### src/rtl/async_fifo_core_if.sv
// -----------------------------------------------------------------------------
// async_fifo_core_if
//
// Purpose: bundles the handshake and status signals of async_fifo_core so the
// FIFO and whoever drives it share a single connection point. The clock and
// reset are not part of the bundle; they stay as plain module ports.
//
// Signals (direction as seen from the FIFO, i.e. the slave modport):
//   wr_en      in   write request
//   wdata      in   write data, data_width bits
//   rd_en      in   read request
//   rdata      out  registered read data, data_width bits
//   full       out  FIFO holds fifo_depth words
//   empty      out  FIFO holds no words
//   valid      out  rdata was updated by a read at the last edge
//   overflow   out  a write was rejected at the last edge
//   underflow  out  a read was rejected at the last edge
//
// Handshake: a request is taken at a rising edge when its enable is high and
// the relevant flag (full for writes, empty for reads) was low before that
// edge. There is no backpressure beyond the flags; a request made against a
// set flag is dropped and reported by the matching one-cycle error strobe.
// -----------------------------------------------------------------------------
interface async_fifo_core_if #(
    parameter int data_width = 8
) ();

    logic                  wr_en;
    logic [data_width-1:0] wdata;
    logic                  rd_en;
    logic [data_width-1:0] rdata;
    logic                  full;
    logic                  empty;
    logic                  valid;
    logic                  overflow;
    logic                  underflow;

    // Producer/consumer side: drives requests, observes data and status.
    modport master (
        output wr_en,
        output wdata,
        output rd_en,
        input  rdata,
        input  full,
        input  empty,
        input  valid,
        input  overflow,
        input  underflow
    );

    // FIFO side: receives requests, drives data and status.
    modport slave (
        input  wr_en,
        input  wdata,
        input  rd_en,
        output rdata,
        output full,
        output empty,
        output valid,
        output overflow,
        output underflow
    );

endinterface

### src/rtl/async_fifo_core.sv
// -----------------------------------------------------------------------------
// async_fifo_core
//
// Purpose: single-clock FIFO buffer between an upstream writer and a
// downstream reader. Read data is registered; rejected requests raise a
// one-cycle error strobe.
//
// Parameters:
//   data_width    width of each stored word
//   fifo_depth    number of storage entries, power of two
//   address_size  pointer width = log2(fifo_depth) + 1; the MSB is a wrap bit
//
// Ports:
//   wr_clk  in   the only clock, rising-edge triggered
//   rst     in   synchronous, active-low reset
//   bus     slave modport of async_fifo_core_if (requests, data, status)
//
// Behaviour summary:
//   - empty/full are decoded combinationally from the registered pointers
//     only, so no request input has a combinational path to any output.
//   - A write on full and a read on empty are dropped and flagged on
//     overflow/underflow for the following cycle.
//   - With both requests on an empty FIFO the write is taken but the read is
//     not: the new word is not forwarded to rdata in the same cycle.
//   - Reset clears pointers and the registered outputs but leaves the RAM
//     untouched; old words become unreachable because the pointers meet.
// -----------------------------------------------------------------------------
module async_fifo_core #(
    parameter int data_width   = 8,
    parameter int fifo_depth   = 16,
    parameter int address_size = 5
) (
    input  logic               wr_clk,
    input  logic               rst,
    async_fifo_core_if.slave   bus
);

    // Number of pointer bits that index the RAM (the MSB is the wrap bit).
    localparam int index_size = address_size - 1;

    // -------------------------------------------------------------------------
    // State
    // -------------------------------------------------------------------------
    logic [data_width-1:0]   mem_q [fifo_depth];

    logic [address_size-1:0] wptr_q,      wptr_d;
    logic [address_size-1:0] rptr_q,      rptr_d;
    logic [data_width-1:0]   rdata_q,     rdata_d;
    logic                    valid_q,     valid_d;
    logic                    overflow_q,  overflow_d;
    logic                    underflow_q, underflow_d;

    // -------------------------------------------------------------------------
    // Flag decode and request acceptance
    // -------------------------------------------------------------------------
    logic                  full;
    logic                  empty;
    logic                  wr_accept;
    logic                  rd_accept;
    logic [index_size-1:0] widx;
    logic [index_size-1:0] ridx;

    assign widx = wptr_q[index_size-1:0];
    assign ridx = rptr_q[index_size-1:0];

    // Pointers equal: nothing outstanding. Same slot but opposite wrap bit:
    // the writer is exactly one lap ahead of the reader.
    assign empty = (wptr_q == rptr_q);
    assign full  = (widx == ridx) && (wptr_q[address_size-1] != rptr_q[address_size-1]);

    // Acceptance uses the flags as they stood before the edge, so a full FIFO
    // with both requests takes the read only, and an empty FIFO takes the
    // write only.
    assign wr_accept = bus.wr_en && !full;
    assign rd_accept = bus.rd_en && !empty;

    // -------------------------------------------------------------------------
    // Next-state logic
    // -------------------------------------------------------------------------
    always_comb begin
        wptr_d      = wptr_q;
        rptr_d      = rptr_q;
        rdata_d     = rdata_q;
        valid_d     = 1'b0;
        overflow_d  = 1'b0;
        underflow_d = 1'b0;

        // Pointers wrap naturally modulo 2**address_size.
        if (wr_accept) begin
            wptr_d = wptr_q + address_size'(1);
        end

        if (rd_accept) begin
            rptr_d  = rptr_q + address_size'(1);
            rdata_d = mem_q[ridx];
            valid_d = 1'b1;
        end

        // Strobes are recomputed each cycle, so they last exactly one cycle
        // per rejected request.
        overflow_d  = bus.wr_en && full;
        underflow_d = bus.rd_en && empty;
    end

    // -------------------------------------------------------------------------
    // Registers
    // -------------------------------------------------------------------------
    always_ff @(posedge wr_clk) begin
        if (!rst) begin
            wptr_q      <= '0;
            rptr_q      <= '0;
            rdata_q     <= '0;
            valid_q     <= 1'b0;
            overflow_q  <= 1'b0;
            underflow_q <= 1'b0;
        end else begin
            wptr_q      <= wptr_d;
            rptr_q      <= rptr_d;
            rdata_q     <= rdata_d;
            valid_q     <= valid_d;
            overflow_q  <= overflow_d;
            underflow_q <= underflow_d;
        end
    end

    // Storage has no reset. Writes are suppressed while reset is asserted so
    // that a request coinciding with reset has no side effect at all.
    always_ff @(posedge wr_clk) begin
        if (rst && wr_accept) begin
            mem_q[widx] <= bus.wdata;
        end
    end

    // -------------------------------------------------------------------------
    // Outputs
    // -------------------------------------------------------------------------
    assign bus.rdata     = rdata_q;
    assign bus.full      = full;
    assign bus.empty     = empty;
    assign bus.valid     = valid_q;
    assign bus.overflow  = overflow_q;
    assign bus.underflow = underflow_q;

endmodule

### src/flat_wrapper.sv
// flat-port wrapper written by rule: the top's interface ports become plain ports
module async_fifo_core_flat 
#(
    parameter int data_width   = 8,
    parameter int fifo_depth   = 16,
    parameter int address_size = 5
)
  (wr_clk, rst, bus_wr_en, bus_wdata, bus_rd_en, bus_rdata, bus_full, bus_empty, bus_valid, bus_overflow, bus_underflow);
  async_fifo_core_if #(.data_width(data_width)) bus_i ();
  input  logic wr_clk;
  input  logic rst;
  input wire logic [$bits(bus_i.wr_en)-1:0] bus_wr_en;
  input wire logic [$bits(bus_i.wdata)-1:0] bus_wdata;
  input wire logic [$bits(bus_i.rd_en)-1:0] bus_rd_en;
  output wire logic [$bits(bus_i.rdata)-1:0] bus_rdata;
  output wire logic [$bits(bus_i.full)-1:0] bus_full;
  output wire logic [$bits(bus_i.empty)-1:0] bus_empty;
  output wire logic [$bits(bus_i.valid)-1:0] bus_valid;
  output wire logic [$bits(bus_i.overflow)-1:0] bus_overflow;
  output wire logic [$bits(bus_i.underflow)-1:0] bus_underflow;
  assign bus_i.wr_en = bus_wr_en;
  assign bus_i.wdata = bus_wdata;
  assign bus_i.rd_en = bus_rd_en;
  assign bus_rdata = bus_i.rdata;
  assign bus_full = bus_i.full;
  assign bus_empty = bus_i.empty;
  assign bus_valid = bus_i.valid;
  assign bus_overflow = bus_i.overflow;
  assign bus_underflow = bus_i.underflow;
  async_fifo_core #(.data_width(data_width), .fifo_depth(fifo_depth), .address_size(address_size)) u_core (.wr_clk(wr_clk), .rst(rst), .bus(bus_i));
endmodule
### config.mk
export PLATFORM = sky130hd
export DESIGN_NAME = async_fifo_core_flat
export DESIGN_NICKNAME = d
export VERILOG_FILES = /design/src/rtl/async_fifo_core_if.sv /design/src/rtl/async_fifo_core.sv /design/src/flat_wrapper.sv
export SDC_FILE = /design/constraint.sdc
export NUM_CORES = 1
export LEC_CHECK = 0
export BUFFER_PORTS_ARGS = -buffer_cell sky130_fd_sc_hd__clkbuf_2
export CAP_MARGIN = 20
export CORE_UTILIZATION = 50
export DETAILED_ROUTE_END_ITERATION = 7
export PLACE_DENSITY = 0.67
export SKIP_LAST_GASP = 1
export SLEW_MARGIN = 10
export SYNTH_ARGS = -nofsm -noshare
export SYNTH_HDL_FRONTEND = slang
export SYNTH_SLANG_ARGS = --single-unit
### constraint.sdc
create_clock -name wr_clk -period 7.05 [get_ports wr_clk]
set_clock_uncertainty 0.05 [all_clocks]
set_input_delay 0.3525 -clock wr_clk [delete_from_list [all_inputs] [get_ports wr_clk]]
set_output_delay 0.3525 -clock wr_clk [all_outputs]
set_load 0.01 [all_outputs]
* Word level (Yosys, flattened, before mapping)
Memory sizes are Yosys's and may differ from the RTL's. A register that Yosys moved wholly into a read port is not among the register bits. Cells that the tools add are included.
Storage, ports and cells: register bits after elaboration 13, bits in writable memories 128, bits of input ports 12, output and inout bits 13, word-level logic and storage cells 23, memories 1
Cells by class: $add $sub $neg 2, eq/ne operators 3, multiplexer cells 3, reductions and logical operators 9
Memory list:
- u_core.mem_q | depth 16, bits a word 8, rd ports 1, clocked after Yosys merged registers in 1, write ports 1, RTL line async_fifo_core.sv:44 | logic [data_width-1:0] mem_q [fifo_depth];
Operators with widths (count):
- adder 5 x 1 -> 5 bit, second input constant | 2
- logical AND 1 bit | 6
- == test 5 bit | 1
- == test 4 bit | 1
- logical NOT 1 bit | 3
- 2-to-1 mux 1 bit | 3
- != test 1 bit | 1

* Logic depth before layout (Yosys ltp)
Gate-level depths: netlist of run 1.
depth after elaboration 7, mapped depth 7, mapped depth without buffers 5

* Worst setup path before layout of run 1
No wires, ideal clock.
kind reg-to-reg, start reg u_core.rptr_q[1], end mem u_core.mem_q[9][0], enable pin, setup time 0.398 ns, arrival time 2.010 ns, required time 6.602 ns, setup slack 4.592 ns, stages on the path, launching flop included 7, path buffers 2, clock period less this slack 2.458 ns, cell sequence dfxtp_1 -> buf_6 -> xnor2_2 -> nand4_2 -> o21ai_4 -> buf_2 -> nor4b_1
On the way: longest elaborated chain between the ends 7
Ends and longest elaborated chain:
- start: declaration | RTL line async_fifo_core.sv:47 | logic [address_size-1:0] rptr_q, rptr_d;
- start signal: assignment | RTL line async_fifo_core.sv:118 | rptr_q <= rptr_d;
- == test 4 bit | RTL line async_fifo_core.sv:69 | assign full = (widx == ridx) && (wptr_q[address_size-1] != rptr_q[address_size-1]);
- logical AND 1 bit | RTL line async_fifo_core.sv:69
- logical NOT 1 bit | RTL line async_fifo_core.sv:74 | assign wr_accept = bus.wr_en && !full;
- logical AND 1 bit | RTL line async_fifo_core.sv:74
- logical AND 1 bit | RTL line async_fifo_core.sv:129 | if (rst && wr_accept) begin
- 2-to-1 mux 1 bit | RTL line async_fifo_core.sv:129
- 2-to-1 mux 1 bit (not written as such) | RTL line async_fifo_core.sv:130 | mem_q[widx] <= bus.wdata;
- end: declaration | RTL line async_fifo_core.sv:44
No other way between the ends.

* Worst setup path in the final report of run 1
start reg u_core.rptr_q[1], end mem u_core.mem_q[15][6], enable pin
Same word-level chain as after synthesis.

==> results of run 1 <==
-- cells in the mapped netlist (all sizes together) (9+ instances only) --
cell type / number / area, um^2
dfxtp: 21 / 420
a211oi: 16 / 120
o21ai: 19 / 110
nor3: 13 / 65.1
nand2: 18 / 67.6
xnor2: 9 / 101
mux4: 24 / 563
buf: 13 / 88.8
clkbuf: 10 / 37.5
edfxtp: 128 / 3840
nor2b: 18 / 113
-- flip-flops by register name, summed over array words and instances (netlist names) --
name                  cells
u_core.bus.valid          1
u_core.rptr_q             5
u_core.bus.rdata          8
u_core.bus.overflow       1
u_core.wptr_q             5
u_core.mem_q            128
u_core.bus.underflow      1
-- logic make-up after synthesis --
kind of cell	Yosys count	share of synthesized area, %
multiplexers	34	11.1
flip-flops	149	70.5
AO/OA/AOI/OAI	52	5.77
AND/OR/NAND/NOR	80	7.59
adder cells (fa/ha/maj)	5	1.03
buffers and inverters	25	2.21
XOR/XNOR	10	1.82
-- power groups by stage --
stage               Sequential (uW)  Combinational (uW)  Clock [uW]
floorplan                      1010                 125           0
global placement               1030                 170           0
detailed placement             1030                 172           0
CTS                            1010                 173         849
global route                   1010                 186         885
finish                         1010                 172         836
-- layout by cell type, fill, tap and decap left out, types with 4 or more instances in the layout --
cell type / synthesis / routed
nor4_1: 4 / 4
nand2_1: 18 / 18
clkinv_2: 0 / 4
xnor2_1: 6 / 6
nor4b_2: 0 / 4
a211oi_1: 16 / 16
nor3_1: 13 / 13
a31oi_1: 8 / 8
mux2_2: 8 / 8
and4_1: 4 / 4
clkbuf_2: 0 / 24
mux4_1: 6 / 6
mux4_2: 18 / 18
buf_4: 5 / 5
o21ai_0: 17 / 17
nor2b_1: 18 / 18
and2_1: 4 / 4
edfxtp_1: 128 / 128
ha_1: 5 / 5
dfxtp_1: 21 / 19
clkbuf_16: 0 / 17
-- how the worst min path moves through the flow --
stage / from / endpoint / slack (ns) / cells past startpoint
final: bus_wr_en / u_core.bus.overflow / 0.21 / 2
after global routing: bus_wr_en / u_core.bus.overflow / 0.21 / 2
after CTS: bus_wr_en / u_core.bus.overflow / 0.20 / 2
after detailed placement: u_core.bus.rdata[2] / u_core.bus.rdata[2] / 0.50 / 2
after global placement: u_core.wptr_q[4] / u_core.wptr_q[4] / 0.49 / 2
after floorplan: bus_wdata[0] / u_core.mem_q[0][0] / 0.40 / 0
-- critical path, delay by kind of cell (launching register included) --
| family | cells | cell delay, ns |
|---|---|---|
| DFF | 1 | 0.95 |
| and+or+nand+nor | 2 | 1.15 |
| AOI/OAI and AO/OA | 1 | 0.20 |
| xor gates and xnor gates | 1 | 0.19 |
-- routing by layer --
metal  up-vias  GRT usage, %  wire length (um)
li1       1471             -                 -
met1      1572          29.0              5470
met2       105          32.8              6010
met3        12          7.07               761
met4         0          7.11               168
met5         -             0                 0
-- cell type report --
class	count	area share [%]
clock buffers	19	6.33
clock inverters	12	1.66
inverters	2	0.110
multi-input cells	181	24.5
flip-flops and latches	149	62.4
well taps	143	2.62
repair buffers	30	2.38
-- through the flow --
| stage | setup slack (ns) | utilization [%] | total power [uW] | hold slack [ns] | area (um^2) |
|---|---|---|---|---|---|
| 2_1_floorplan | 4.59 | - | 1140 | 0.401 | 6050 |
| 3_3_place_gp | 4.25 | 54.2 | 1200 | 0.487 | 6290 |
| 3_5_place_dp | 4.13 | 54.2 | 1200 | 0.498 | 6290 |
| 4_1_cts | 4.11 | 58.9 | 2030 | 0.195 | 6840 |
| 5_1_grt | 3.93 | 58.9 | 2080 | 0.213 | 6840 |
| 6_report | 4.12 | 58.9 | 2020 | 0.214 | 6840 |
==> impl_metrics.json, run 1 <==
{
  "vias_per_cell": 5.90,
  "ys_seq_area_share_pct": 70.5,
  "irDropWorstVdd_mv": 0.124,
  "finalSetupViolations": 0,
  "slew_headroom_pct": 24.8,
  "seqPwrFrac_pct": 50.0,
  "fmax_mhz": 341,
  "via_count": 3160,
  "crit_path_start_kind": "flip-flop",
  "rows": 39,
  "drt_iter0_drc": 329,
  "finalNonFillerCells": 536,
  "syn2layout_area_growth_pct": 13.0,
  "min_path_type": "in -> reg",
  "end_kind": "flip-flop",
  "synth_nets": 372,
  "path_clk_slew_ns": 0.06,
  "r2r_start": "u_core.rptr_q[1]",
  "crit_slowest_cell": "dfxtp_2",
  "crit_required_ns": 7.03,
  "finalCritPeriodShare_pct": 41.6,
  "hold_violations": 0,
  "cts_tree": "built",
  "drc": 3,
  "final_max_slew_viol_count": 0,
  "synth.distinct_cells": 42,
  "ff_latch_area_um2": 4270,
  "synth_seq_cells": 149,
  "hpwl_um": 7980,
  "grt_pass1_vias": 3113,
  "pin_count": 25,
  "endpoint": "u_core.mem_q[15][6]",
  "dieArea_um2": 12500,
  "track_usage_pct": 21.4,
  "drive_gt1_share_pct": 24.4,
  "cts_resized": 0,
  "crit_fanout": 30,
  "cap_violations": 0,
  "cts_buffers": 17,
  "internal-power_uw": 1560,
  "io_buffers": 24,
  "antenna_cells": 0,
  "synth_warnings": 0,
  "crit_chain": "xnor2_2 > nand4_2 > o21ai_4 > nor3_1",
  "multi_input_area_um2": 1680,
  "swShare_pct": 22.4,
  "r2r_setup_slack_ns": 4.12,
  "status": "finished with violations",
  "r2r-end": "u_core.mem_q[15][6]",
  "hold_buffers": 0,
  "yosys_most_used_dff": "edfxtp_1",
  "die_y_um": 112,
  "tightest_slew_ns": 1.12,
  "critPathLaunch": "u_core.rptr_q[1]",
  "comb_power_share_pct": 8.5,
  "synth_edf_count": 128,
  "pwr-share-clk_pct": 41.5,
  "rr_worst_depth": 4,
  "clock-root-buffer": "clkbuf_16",
  "nFillCells": 846,
  "detail-route-antenna-nets": 0,
  "overflow": 0,
  "antenna_found_initial": 0,
  "drtPass1Iterations": 6,
  "die_x_um": 112,
  "p_leak_uw": 0.00218,
  "wl_per_cell_um": 23.2,
  "clk_path_buf_depth": 2,
  "htreeDepth": 4,
  "clkLatencyLatePin_ns": 0.42,
  "violations": "DRC",
  "synth_cells": 355,
  "async_flop_share_pct": 0,
  "rsz0062_at_grt": "false",
  "start_util_pct": 52.1,
  "syn_area_per_cell_um2": 17.0,
  "p_sw_uw": 453,
  "worstPathArrival_ns": 2.91,
  "syn_area_um2": 6050,
  "nets": 398,
  "period_needed_ns": 2.93,
  "grt_first_pass_wirelength_um": 18800,
  "tns_ns": 0,
  "clock_sinks": 149,
  "path_class": "reg -> reg",
  "core_um2": 11600,
  "wl_um": 12400,
  "placed_cells": 504,
  "max_stage_delay_ns": 0.95,
  "grt_max_degree": 62,
  "cts_setup_buffers": 0,
  "p_per_area_nw_per_um2": 295,
  "gp_congestion": 0.789
}
Power figures use the tool's default switching activity.
==> run 2, diff against run 1 <==
- PLACE_DENSITY: 0.67 -> 0.69
- clock period: 7.05 -> 2.55 ns (I/O delays scaled with it)
==> run 2 against run 1 <==
- critical endpoint is now u_core.mem_q[7][6]
- register-to-register slack got worse by 3.7 ns
- first-iteration DRC count increased by 17%
- sequential share of layout area decreased by 2.6 points
- via count increased by 2.8%
- die area unchanged
- cell count increased by 3.5%
- power increased to 3.0 times the previous value
- global-route usage increased by 0.38 points
- count of clock-buffer cells in the layout increased by 3
- combinational power increased to 3.2 times the previous value
- the flow still finishes with violations (DRC)
==> impl_metrics.json, run 2 (synthesis gave the netlist of run 1 again) <==
{
  "drt_iter0_drc": 385,
  "clkLatencyLatePin_ns": 0.42,
  "tns_ns": 0,
  "drive_gt1_share_pct": 27.4,
  "syn2layout_area_growth_pct": 18.0,
  "grt-busiest-layer": "met2",
  "clock_sinks": 149,
  "final_common_cell": "edfxtp_1",
  "clock-root-buffer": "clkbuf_16",
  "cts_tree": "built",
  "finalNonFillerCells": 555,
  "antenna_cells": 0,
  "dieArea_um2": 12500,
  "pin_count": 25,
  "ff_latch_area_um2": 4270,
  "slew_headroom_pct": 71.4,
  "rsz0062_at_grt": "false",
  "largest_reg_flops": 128,
  "io_buffers": 24,
  "status": "finished with violations",
  "wl_um": 12400,
  "fmax_mhz": 468,
  "multi_input_area_um2": 1680,
  "die_x_um": 112,
  "grt_use_met2_pct": 33.0,
  "wl_per_cell_um": 22.4,
  "final_max_slew_viol_count": 0,
  "track_usage_pct": 21.7,
  "crit_path_start_kind": "flip-flop",
  "use_met3_pct": 6.16,
  "p_per_area_nw_per_um2": 857,
  "top_register": "u_core.mem_q",
  "rows": 39,
  "vias_per_cell": 5.86,
  "cts_setup_buffers": 0,
  "die_y_um": 112,
  "grt_use_met1_pct": 30.1,
  "start_util_pct": 52.1,
  "hold_violations": 0,
  "tightest_slew_ns": 0.429,
  "grt_pass1_vias": 3368,
  "via_count": 3250,
  "grt_max_degree": 61,
  "core_um2": 11600,
  "finalCritPeriodShare_pct": 83.8,
  "finalSetupViolations": 0,
  "p_leak_uw": 0.00234,
  "cap_violations": 0,
  "drc": 2,
  "detail-route-antenna-nets": 0,
  "violations": "DRC",
  "min_path_type": "in -> reg",
  "antenna_found_initial": 0,
  "path_class": "reg -> reg",
  "overflow": 0,
  "period_needed_ns": 2.14,
  "clk_path_buf_depth": 2,
  "crit_fanout": 14,
  "path_clk_slew_ns": 0.06,
  "worstPathArrival_ns": 2.16,
  "placed_cells": 520,
  "cts_buffers": 17,
  "hpwl_um": 7740,
  "gp_congestion": 0.814,
  "crit_required_ns": 2.57,
  "irDropWorstVdd_mv": 0.533,
  "grt_first_pass_wirelength_um": 19300,
  "htreeDepth": 4,
  "drtPass1Iterations": 8,
  "end_kind": "flip-flop",
  "nets": 416,
  "mostFrequentLayoutCells": "edfxtp_1 (128), clkbuf_2 (24), buf_4 (19), dfxtp_1 (19)",
  "nFillCells": 843
}
## run 2: cell count changes in the layout (fill, tap and decap cells not counted)
cell,change
clkinvlp_4,-2
dlygate4sd3_1,+3
buf_12,+2
buf_2,-1
buf_4,+14
clkinv_1,-1
bufinv_16,+4
clkbuf_8,+3
clkinv_2,-3
## run 2: worst max-delay path, stage by stage (launching register included)
cell and delay (ns):
dfxtp_1 0.58, xnor2_1 0.19, nand4_2 0.20, o21ai_4 0.07, nor2_1 0.20, and4_1 0.49
## run 2: metal layers
| metal | share of wire [%] | routed length [um] | up-vias |
|---|---|---|---|
| met3 | 7.1 | 882 | 16 |
| met2 | 47 | 5900 | 105 |
| met4 | 2.1 | 259 | 0 |
| li1 | - | - | 1503 |
| met5 | 0 | 0 | - |
| met1 | 43 | 5390 | 1626 |
## run 2: worst paths after layout
check                      startpoint                  end  slack (ns)  cells past startpoint
hold / removal           bus_wdata[4]   u_core.mem_q[3][4]        0.13                      1
hold reg to reg   u_core.bus.rdata[3]  u_core.bus.rdata[3]        0.49                      2
setup reg to reg     u_core.wptr_q[3]   u_core.mem_q[7][6]        0.41                      5
setup / recovery     u_core.wptr_q[3]   u_core.mem_q[7][6]        0.41                      5
## run 2: layout make-up
class	count	area share, %
flip-flops and latches	149	59.8
multi-input cells	181	23.5
clock buffers	22	6.64
repair buffers	48	4.66
clock inverters	10	2.80
well taps	143	2.51
inverters	2	0.105
## run 2: through the flow
stage	cell area [um^2]	utilization (%)	setup slack, ns	total power [uW]	hold WS [ns]
floorplan	6050	-	0.0922	3140	0.176
global placement	6430	55.4	0.462	3330	0.395
detailed placement	6430	55.4	0.426	3340	0.383
CTS	7140	61.5	0.401	6150	0.140
global route	7140	61.5	0.219	6300	0.162
finish	7140	61.5	0.414	6120	0.135
## run 2: power breakdown
group | internal [uW] | switching, uW | total, uW | leakage (uW)
combinational | 230 | 322 | 552 | 0.000685
sequential | 2700 | 43.0 | 2750 | 0.00133
clock | 1900 | 916 | 2820 | 0.000325
total | 4840 | 1280 | 6120 | 0.00234
## run 2: timing repair
| action | 4_1_cts | 5_1_grt |
|---|---|---|
| resized for setup | 0 | 0 |
| endpoints found under the hold margin | 3 | 0 |
| hold buffers | 3 | 0 |
